File: config.mk
export PLATFORM = sky130hd
export DESIGN_NAME = tref_leak_scheduler_flat
export DESIGN_NICKNAME = d
export VERILOG_FILES = /design/src/rtl/tref_sched_pkg.sv /design/src/rtl/tref_leak_scheduler_if.sv /design/src/rtl/tref_timer.sv /design/src/rtl/tref_leak_scheduler.sv /design/src/flat_wrapper.sv
export SDC_FILE = /design/constraint.sdc
export NUM_CORES = 1
export LEC_CHECK = 0
export ABC_CLOCK_PERIOD_IN_PS = 3400
export BUFFER_PORTS_ARGS = -buffer_cell sky130_fd_sc_hd__buf_2
export CAP_MARGIN = 20
export CORE_MARGIN = 2
export CORE_UTILIZATION = 35
export CTS_BUF_LIST = sky130_fd_sc_hd__clkbuf_8
export CTS_CLUSTER_DIAMETER = 60
export DETAILED_ROUTE_END_ITERATION = 8
export PLACE_DENSITY = 0.62
export SETUP_SLACK_MARGIN = 0.05
export SLEW_MARGIN = 10
export SYNTH_ARGS = -nofsm -noshare
export SYNTH_HDL_FRONTEND = slang
export SYNTH_SLANG_ARGS = --single-unit
File: constraint.sdc
create_clock -name CLK -period 3.4 [get_ports CLK]
set_clock_uncertainty 0.1 [all_clocks]
set_input_delay 0.34 -clock CLK [delete_from_list [all_inputs] [get_ports CLK]]
set_output_delay 0.34 -clock CLK [all_outputs]
set_load 0.005 [all_outputs]
File: src/rtl/tref_sched_pkg.sv
// Shared definitions for the Tref leak scheduler: operation encoding and FSM states.
package tref_sched_pkg;

  localparam logic OP_LEAK  = 1'b1;
  localparam logic OP_SPIKE = 1'b0;

  typedef enum logic {
    IDLE  = 1'b0,
    SWEEP = 1'b1
  } state_t;

endpackage

File: src/rtl/tref_leak_scheduler_if.sv
// Spike request channel and core operation channel of the Tref leak scheduler.
interface tref_leak_scheduler_if #(
  parameter int ADDR_W = 8
);

  // Both channels: a transfer happens on a rising edge where VALID && READY;
  // once VALID is high the payload holds steady until that transfer occurs.
  logic              SPIKE_VALID;
  logic [ADDR_W-1:0] SPIKE_ADDR;
  logic              SPIKE_READY;

  logic              CORE_VALID;
  logic              CORE_LEAK;
  logic [ADDR_W-1:0] CORE_ADDR;
  logic              CORE_READY;

  // Environment side: spike source and neuron-update core.
  modport master (
    output SPIKE_VALID, SPIKE_ADDR, CORE_READY,
    input  SPIKE_READY, CORE_VALID, CORE_LEAK, CORE_ADDR
  );

  // Scheduler side.
  modport slave (
    input  SPIKE_VALID, SPIKE_ADDR, CORE_READY,
    output SPIKE_READY, CORE_VALID, CORE_LEAK, CORE_ADDR
  );

endinterface

File: src/rtl/tref_timer.sv
// Time-reference timer: free-running modulo counter gated by ENABLE, one-cycle tick per period.
module tref_timer #(
  parameter int TREF_PERIOD = 50000
) (
  input  logic CLK,
  input  logic RST,
  input  logic ENABLE,
  output logic TREF_TICK
);

  localparam int CNT_W = (TREF_PERIOD > 1) ? $clog2(TREF_PERIOD) : 1;
  localparam logic [CNT_W-1:0] LAST = CNT_W'(TREF_PERIOD - 1);

  logic [CNT_W-1:0] count;

  // Disabling the timer restarts the period from zero rather than pausing it.
  always_ff @(posedge CLK or posedge RST) begin
    if (RST) begin
      count <= '0;
    end else if (!ENABLE || (count == LAST)) begin
      count <= '0;
    end else begin
      count <= count + CNT_W'(1);
    end
  end

  assign TREF_TICK = ENABLE && (count == LAST);

endmodule

File: src/rtl/tref_leak_scheduler.sv
// Shares the neuron-update core between AER spikes and periodic leak sweeps
// using round-robin arbitration into a single-entry output register.
module tref_leak_scheduler
  import tref_sched_pkg::*;
#(
  parameter int TREF_PERIOD = 50000,
  parameter int N_NEURONS   = 256,
  parameter int ADDR_W      = 8
) (
  input  logic                  CLK,
  input  logic                  RST,
  input  logic                  ENABLE,
  tref_leak_scheduler_if.slave  bus,
  output logic                  TREF_TICK,
  output logic                  BUSY,
  output logic                  OVERRUN,
  output state_t                STATE
);

  localparam logic [ADDR_W-1:0] LAST_ADDR = ADDR_W'(N_NEURONS - 1);

  state_t            state;
  state_t            state_next;
  logic              pending;
  logic              last_grant;
  logic [ADDR_W-1:0] leak_addr;
  logic              leak_cand;
  logic              start_sweep;
  logic              load_en;
  logic              contested;
  logic              grant_spike;
  logic              grant_leak;

  tref_timer #(
    .TREF_PERIOD(TREF_PERIOD)
  ) u_timer (
    .CLK       (CLK),
    .RST       (RST),
    .ENABLE    (ENABLE),
    .TREF_TICK (TREF_TICK)
  );

  always_ff @(posedge CLK or posedge RST) begin
    if (RST) begin
      state <= IDLE;
    end else begin
      state <= state_next;
    end
  end

  always_comb begin
    state_next = state;
    case (state)
      IDLE:    if (pending) state_next = SWEEP;
      SWEEP:   if (grant_leak && (leak_addr == LAST_ADDR)) state_next = IDLE;
      default: state_next = IDLE;
    endcase
  end

  always_comb begin
    leak_cand   = (state == SWEEP);
    start_sweep = (state == IDLE) && pending;
    BUSY        = (state == SWEEP) || pending;
  end

  assign STATE = state;

  // Round robin only matters when both sources compete; a lone requester always wins.
  assign load_en         = !bus.CORE_VALID || bus.CORE_READY;
  assign contested       = bus.SPIKE_VALID && leak_cand;
  assign grant_spike     = load_en && bus.SPIKE_VALID && (!leak_cand || !last_grant);
  assign grant_leak      = load_en && leak_cand && (!bus.SPIKE_VALID || last_grant);
  assign bus.SPIKE_READY = grant_spike;

  // Only one tick is remembered; a second one before the sweep starts is dropped.
  always_ff @(posedge CLK or posedge RST) begin
    if (RST) begin
      pending    <= 1'b0;
      OVERRUN    <= 1'b0;
      leak_addr  <= '0;
      last_grant <= 1'b0;
    end else begin
      if (TREF_TICK && pending) OVERRUN <= 1'b1;

      if (start_sweep)    pending <= 1'b0;
      else if (TREF_TICK) pending <= 1'b1;

      if (start_sweep)     leak_addr <= '0;
      else if (grant_leak) leak_addr <= leak_addr + ADDR_W'(1);

      if (load_en && contested) last_grant <= grant_spike;
    end
  end

  always_ff @(posedge CLK or posedge RST) begin
    if (RST) begin
      bus.CORE_VALID <= 1'b0;
      bus.CORE_LEAK  <= 1'b0;
      bus.CORE_ADDR  <= '0;
    end else if (load_en) begin
      bus.CORE_VALID <= grant_spike || grant_leak;
      if (grant_leak) begin
        bus.CORE_LEAK <= OP_LEAK;
        bus.CORE_ADDR <= leak_addr;
      end else if (grant_spike) begin
        bus.CORE_LEAK <= OP_SPIKE;
        bus.CORE_ADDR <= bus.SPIKE_ADDR;
      end
    end
  end

endmodule

File: src/flat_wrapper.sv
// flat-port wrapper written by rule: the top's interface ports become plain ports
module tref_leak_scheduler_flat import tref_sched_pkg::*;
#(
  parameter int TREF_PERIOD = 50000,
  parameter int N_NEURONS   = 256,
  parameter int ADDR_W      = 8
)
  (CLK, RST, ENABLE, TREF_TICK, BUSY, OVERRUN, STATE, bus_SPIKE_VALID, bus_SPIKE_ADDR, bus_CORE_READY, bus_SPIKE_READY, bus_CORE_VALID, bus_CORE_LEAK, bus_CORE_ADDR);
  tref_leak_scheduler_if #(.ADDR_W(ADDR_W)) bus_i ();
  input  logic CLK;
  input  logic RST;
  input  logic ENABLE;
  output logic TREF_TICK;
  output logic BUSY;
  output logic OVERRUN;
  output state_t STATE;
  input wire logic [$bits(bus_i.SPIKE_VALID)-1:0] bus_SPIKE_VALID;
  input wire logic [$bits(bus_i.SPIKE_ADDR)-1:0] bus_SPIKE_ADDR;
  input wire logic [$bits(bus_i.CORE_READY)-1:0] bus_CORE_READY;
  output wire logic [$bits(bus_i.SPIKE_READY)-1:0] bus_SPIKE_READY;
  output wire logic [$bits(bus_i.CORE_VALID)-1:0] bus_CORE_VALID;
  output wire logic [$bits(bus_i.CORE_LEAK)-1:0] bus_CORE_LEAK;
  output wire logic [$bits(bus_i.CORE_ADDR)-1:0] bus_CORE_ADDR;
  assign bus_i.SPIKE_VALID = bus_SPIKE_VALID;
  assign bus_i.SPIKE_ADDR = bus_SPIKE_ADDR;
  assign bus_i.CORE_READY = bus_CORE_READY;
  assign bus_SPIKE_READY = bus_i.SPIKE_READY;
  assign bus_CORE_VALID = bus_i.CORE_VALID;
  assign bus_CORE_LEAK = bus_i.CORE_LEAK;
  assign bus_CORE_ADDR = bus_i.CORE_ADDR;
  tref_leak_scheduler #(.TREF_PERIOD(TREF_PERIOD), .N_NEURONS(N_NEURONS), .ADDR_W(ADDR_W)) u_core (.CLK(CLK), .RST(RST), .ENABLE(ENABLE), .bus(bus_i), .TREF_TICK(TREF_TICK), .BUSY(BUSY), .OVERRUN(OVERRUN), .STATE(STATE));
endmodule
Word level (Yosys, flattened, before mapping)
Cells that the tools add are included.
{ "word_totals": {"reg_bits": 38, "inputBits": 13, "word_cells": 51, "out_inout_bits": 15} }
{ "op_classes": {"add_sub_neg": 2, "bitwise": 1, "n_reduce_logical": 25, "eq_ne": 2, "muxes": 12} }
{ "op_table": {"columns": ["cell", "n"], "rows": [
  ["$mux W8", 4],
  ["$add A16 B1 Y16 const B", 1],
  ["$eq A16 B16 Y1 const B", 1],
  ["$mux W16", 1],
  ["$logic_and A1 B1 Y1", 10],
  ["$add A8 B1 Y8 const B", 1],
  ["$eq A8 B8 Y1 const B", 1],
  ["$logic_or A1 B1 Y1", 6],
  ["$mux W1", 6],
  ["$reduce_bool A2 Y1", 3],
  ["$logic_not A1 Y1", 5],
  ["$pmux W1 S2", 1],
  ["$reduce_and A2 Y1", 1],
  ["$not A1 Y1", 1]
]} }

Depth between registers and ports, before layout
{ "depth": {"depth_word": 7, "mapped_depth": 5, "depth_no_buf": 5} }

Hierarchy
From an unflattened synthesis, not the netlist that was laid out.
{ "unflattened": {"cells_unflattened": 194, "area_unflattened_um2": 1871.8} }
{ "modules_own_cells": {"columns": ["module", "instances", "seq_area_each_um2", "area_each_um2", "cells_per_inst"], "rows": [
  ["tref_leak_scheduler", 1, 550.5, 1058.5, 110],
  ["tref_timer", 1, 400.4, 813.3, 84]
]} }

Least setup slack after synthesis
Ideal clock, no wire load.
{ "synth_timing": {"path_kind": "flip-flop to flip-flop", "start": "register u_core.u_timer.count[11]", "end": "register u_core.u_timer.count[10]", "path_buffers": 1, "path_slack_ns": 1.515, "arrival_ns": 1.666, "setup_time_ns": 0.119, "synth_period_minus_slack_ns": 1.885, "t_required_ns": 3.181, "path_stages_with_launch": 5, "path_cell_list": "dfrtp_1 -> or4b_1 -> o41ai_4 -> buf_6 -> nor2_1"} }
{ "synth_via": {"elab_chain_len": 3} }
{ "synth_rtl": {"columns": ["item", "line_no", "rtl"], "rows": [
  ["start: declaration", "tref_timer.sv:14", "logic [CNT_W-1:0] count;"],
  ["start signal: assignment", "tref_timer.sv:23", "count <= count + CNT_W'(1);"],
  ["$eq A16 B16 Y1", "tref_timer.sv:20", "end else if (!ENABLE || (count == LAST)) begin"],
  ["$logic_or A1 B1 Y1", "tref_timer.sv:20", null],
  ["$mux W16", "tref_timer.sv:20", null]
]} }
No other way between the ends.
A chain may end at the register's enable or synchronous reset.

Worst setup path in the final report
{ "layout_timing": {"start": "register u_core.u_timer.count[12]", "end": "output port TREF_TICK"} }
{ "layout_via": {"elab_chain_len": 2} }
{ "layout_rtl": {"columns": ["item", "line_no", "rtl"], "rows": [
  ["$eq A16 B16 Y1", "tref_timer.sv:27", "assign TREF_TICK = ENABLE && (count == LAST);"],
  ["$logic_and A1 B1 Y1", "tref_timer.sv:27", null],
  ["end: declaration", "flat_wrapper.sv:13", "output logic TREF_TICK;"]
]} }
No other way between the ends.

==> reports/qor.json <==
{
  "critPathBufInv": {"value": 1},
  "multiInputGateArea": {"value": 842, "unit": "sq um"},
  "fin_setup_tns": {"value": 0, "unit": "ns"},
  "synth_nets": {"value": 194},
  "coreArea": {"value": 5070, "unit": "sq um"},
  "run_status": {"value": "finished clean"},
  "place_ws": {"value": 1.11, "unit": "ns"},
  "detailroute.via_count": {"value": 1366},
  "final-setup-viol-count": {"value": 0},
  "yosys.area.top_type": {"value": "sky130_fd_sc_hd__dfrtp_1"},
  "leakage": {"value": 0.000978, "unit": "uW"},
  "cell_chain_of_the_critical_path": {"value": "or4b_1 > nor4_2 > buf_2"},
  "endpoint_kind": {"value": "output port"},
  "gp_congestion": {"value": 0.818},
  "worstMarginPinSlew": {"value": 0.786, "unit": "ns"},
  "timing.critical_path.slowest_stage_cell": {"value": "sky130_fd_sc_hd__or4b_1"},
  "drc": {"value": 0},
  "route.final.wire_length": {"value": 3.48, "unit": "mm"},
  "clkSlewWorstSetupHoldPaths": {"value": 0.07, "unit": "ns"},
  "cts_buffers": {"value": 5},
  "ant_nets": {"value": 0},
  "r2r_start": {"value": "u_core.u_timer.count[12]"},
  "initial_antenna_violation_count": {"value": 0},
  "avgSynthCellArea": {"value": 10.3, "unit": "sq um"},
  "cts.repair.resized": {"value": 0},
  "grt.overflow.total": {"value": 0},
  "worstPathMaxFanout": {"value": 4},
  "pwr_density_cell": {"value": 617, "unit": "nW/um^2"},
  "critical_path.reg2reg.endpoint": {"value": "u_core.u_timer.count[15]"},
  "drive_gt1_frac": {"value": 0.204},
  "ctsLongestPathBuffers": {"value": 2},
  "h-tree-depth": {"value": 2},
  "hp-class": {"value": "input pin to asynchronous set/reset pin"},
  "peakVddDrop": {"value": 0.288, "unit": "mV"},
  "cts_tree": {"value": "done"},
  "critPathArrivalTime": {"value": 1.91, "unit": "ns"},
  "cts_sinks": {"value": 38},
  "yosys-top-cells-area": {"value": "sky130_fd_sc_hd__dfrtp_1, sky130_fd_sc_hd__xnor2_1, sky130_fd_sc_hd__mux2i_1"},
  "clkLatencyLatePin": {"value": 0.29, "unit": "ns"},
  "dp_hpwl": {"value": 2.46, "unit": "mm"},
  "finalCritPeriodShare": {"value": 0.691},
  "synth_to_layout_area_growth": {"value": 17.3, "unit": "%"},
  "synth_seq_area_share": {"value": 0.517},
  "grt_start_max_net_pins": {"value": 39},
  "fp.dieArea": {"value": 5850, "unit": "sq um"},
  "reg2regPathDepth": {"value": 3},
  "synth.distinct_cells": {"value": 33},
  "max_freq": {"value": 426, "unit": "MHz"},
  "ioPinCount": {"value": 28},
  "wire_length_of_the_first_global_routing_pass": {"value": 6.11, "unit": "mm"},
  "crit_family": {"value": "simple AND/OR/NAND/NOR gates"},
  "synth_top_cell_area_share": {"value": 0.517},
  "final_max_slew_viol_count": {"value": 0},
  "cts_root_buffer": {"value": "sky130_fd_sc_hd__clkbuf_8"},
  "drt_first_pass_iters": {"value": 4},
  "hold_buffers": {"value": 0},
  "floorplan.die.height": {"value": 76.5, "unit": "um"},
  "wl_per_cell": {"value": 12.4, "unit": "um"},
  "first_global_vias": {"value": 1380},
  "vias_per_cell": {"value": 4.86},
  "critPathMaxStageDelay": {"value": 0.60, "unit": "ns"},
  "hold_vio_cnt_final": {"value": 0},
  "post-cts-setup-buffer-count": {"value": 0},
  "seq_area": {"value": 951, "unit": "sq um"},
  "gr-usage-all-layers": {"value": 0.132},
  "synth-seq-cells": {"value": 38},
  "timing.critical_path.required": {"value": 2.96, "unit": "ns"},
  "yosys_warnings": {"value": 0},
  "initial_core_util": {"value": 0.363},
  "worst_slack": {"value": 1.05, "unit": "ns"},
  "netlist_instances": {"value": 179},
  "num_antenna_cells": {"value": 0},
  "nNetsFinal": {"value": 225},
  "slew-limit-headroom": {"value": 0.474},
  "setup.worst_path.start": {"value": "u_core.u_timer.count[12]"},
  "total_power": {"value": 1330, "unit": "uW"},
  "synth.cell_area": {"value": 1840, "unit": "sq um"},
  "timing_worst_setup_path_type": {"value": "flip-flop to output port"},
  "fill_cells": {"value": 562},
  "detailedRoute.firstIterationViolations": {"value": 77},
  "placement.io_buffers": {"value": 27},
  "worstSetupStartpointType": {"value": "flip-flop"},
  "setup_repair_after_global_routing_missed_its_margin": {"value": "false"},
  "period_needed": {"value": 2.35, "unit": "ns"},
  "rows": {"value": 26},
  "cap_violations": {"value": 0},
  "rrSetupSlack": {"value": 1.12, "unit": "ns"},
  "die_width": {"value": 76.5, "unit": "um"}
}
==> placed cells by master (no fill, tap or decap), drive strengths merged, types with 2 or more instances in the layout <==
cell type,synthesis,final
mux2,2,2
dfrtp,38,38
xor2,7,7
or4b,2,2
nand2b,3,3
xnor2,12,12
inv,5,5
buf,3,29
nor4,6,6
a21oi,2,2
nand4,9,9
nand3,7,7
ha,2,2
o21ai,9,9
nand2,18,18
nor2,24,24
clkbuf,2,8
nor2b,4,4
mux2i,9,9
nor3,6,6
==> cells by family after synthesis <==
group                      after synthesis  share of synthesized area
buffers and inverters                   10                     0.0258
adders and majority gates                2                     0.0136
AOI/OAI and AO/OA                       16                     0.0639
and+or+nand+nor                         83                      0.228
xor gates and xnor gates                19                     0.0904
DFF                                     38                      0.517
muxes                                   11                     0.0612
==> power by group <==
group	internal [uW]	leakage (uW)	switching, uW
clock	205	0.0000575	155
sequential	555	0.000482	93.2
combinational	163	0.000439	162
==> worst max path at each step <==
| stage | cells after the start | to |
|---|---|---|
| 3_5_place_dp | 3 | u_core.u_timer.count[15] |
| 6_report | 3 | TREF_TICK |
| 4_1_cts | 3 | TREF_TICK |
| 3_3_place_gp | 3 | u_core.u_timer.count[15] |
| 5_1_grt | 3 | TREF_TICK |
| 2_1_floorplan | 4 | u_core.u_timer.count[10] |
==> per-stage QoR <==
stage,cell area (sq um),util,hold WS (ns),std cells
2_1_floorplan,1840,-,0.351,179
3_3_place_gp,2040,0.402,0.338,272
3_5_place_dp,2040,0.402,0.343,272
4_1_cts,2150,0.424,0.0640,280
5_1_grt,2160,0.426,0.0982,281
6_report,2160,0.426,0.0512,281
==> worst reg2reg max path, stage by stage, from the launching register on <==
cell	delay, ns
sky130_fd_sc_hd__dfrtp_1	0.42
sky130_fd_sc_hd__or4b_1	0.60
sky130_fd_sc_hd__o41ai_4	0.81
sky130_fd_sc_hd__o21ba_2	0.25
==> registers in the layout, indices dropped and copies added (netlist names) <==
| register | flops |
|---|---|
| u_core.OVERRUN | 1 |
| u_core.STATE | 1 |
| u_core.bus.CORE_ADDR | 8 |
| u_core.bus.CORE_LEAK | 1 |
| u_core.bus.CORE_VALID | 1 |
| u_core.last_grant | 1 |
| u_core.leak_addr | 8 |
| u_core.pending | 1 |
| u_core.u_timer.count | 16 |
==> cell type report <==
type,instances,share of cell area
tap,70,0.0406
sequential,38,0.440
multi-input combinational,131,0.390
timing repair buffer,29,0.0695
clock buffer,8,0.0510
inverter,5,0.00869
==> cells in the mapped netlist <==
cell type / n
sky130_fd_sc_hd__a21o_1: 1
sky130_fd_sc_hd__a21oi_1: 2
sky130_fd_sc_hd__a41oi_1: 1
sky130_fd_sc_hd__and2_1: 1
sky130_fd_sc_hd__and3_1: 1
sky130_fd_sc_hd__and4_1: 1
sky130_fd_sc_hd__buf_2: 2
sky130_fd_sc_hd__buf_6: 1
sky130_fd_sc_hd__clkbuf_1: 2
sky130_fd_sc_hd__dfrtp_1: 38
sky130_fd_sc_hd__ha_1: 2
sky130_fd_sc_hd__inv_1: 5
sky130_fd_sc_hd__mux2_2: 2
sky130_fd_sc_hd__mux2i_1: 9
sky130_fd_sc_hd__nand2_1: 18
sky130_fd_sc_hd__nand2b_1: 3
sky130_fd_sc_hd__nand3_1: 7
sky130_fd_sc_hd__nand4_1: 9
sky130_fd_sc_hd__nand4b_1: 1
sky130_fd_sc_hd__nor2_1: 24
sky130_fd_sc_hd__nor2b_1: 4
sky130_fd_sc_hd__nor3_1: 6
sky130_fd_sc_hd__nor4_1: 5
sky130_fd_sc_hd__nor4_2: 1
sky130_fd_sc_hd__o21ai_0: 8
sky130_fd_sc_hd__o21ai_1: 1
sky130_fd_sc_hd__o21ba_2: 1
sky130_fd_sc_hd__o31a_1: 1
sky130_fd_sc_hd__o41ai_4: 1
sky130_fd_sc_hd__or4b_1: 1
sky130_fd_sc_hd__or4b_4: 1
sky130_fd_sc_hd__xnor2_1: 12
sky130_fd_sc_hd__xor2_1: 7
==> routing by layer <==
| layer | global-route usage | routed length (um) |
|---|---|---|
| met1 | 0.153 | 1590 |
| met2 | 0.223 | 1670 |
| met3 | 0.0344 | 136 |
| met4 | 0.0709 | 85 |
| met5 | 0 | 0 |
Note: power is estimated with default switching activity, not from simulation.
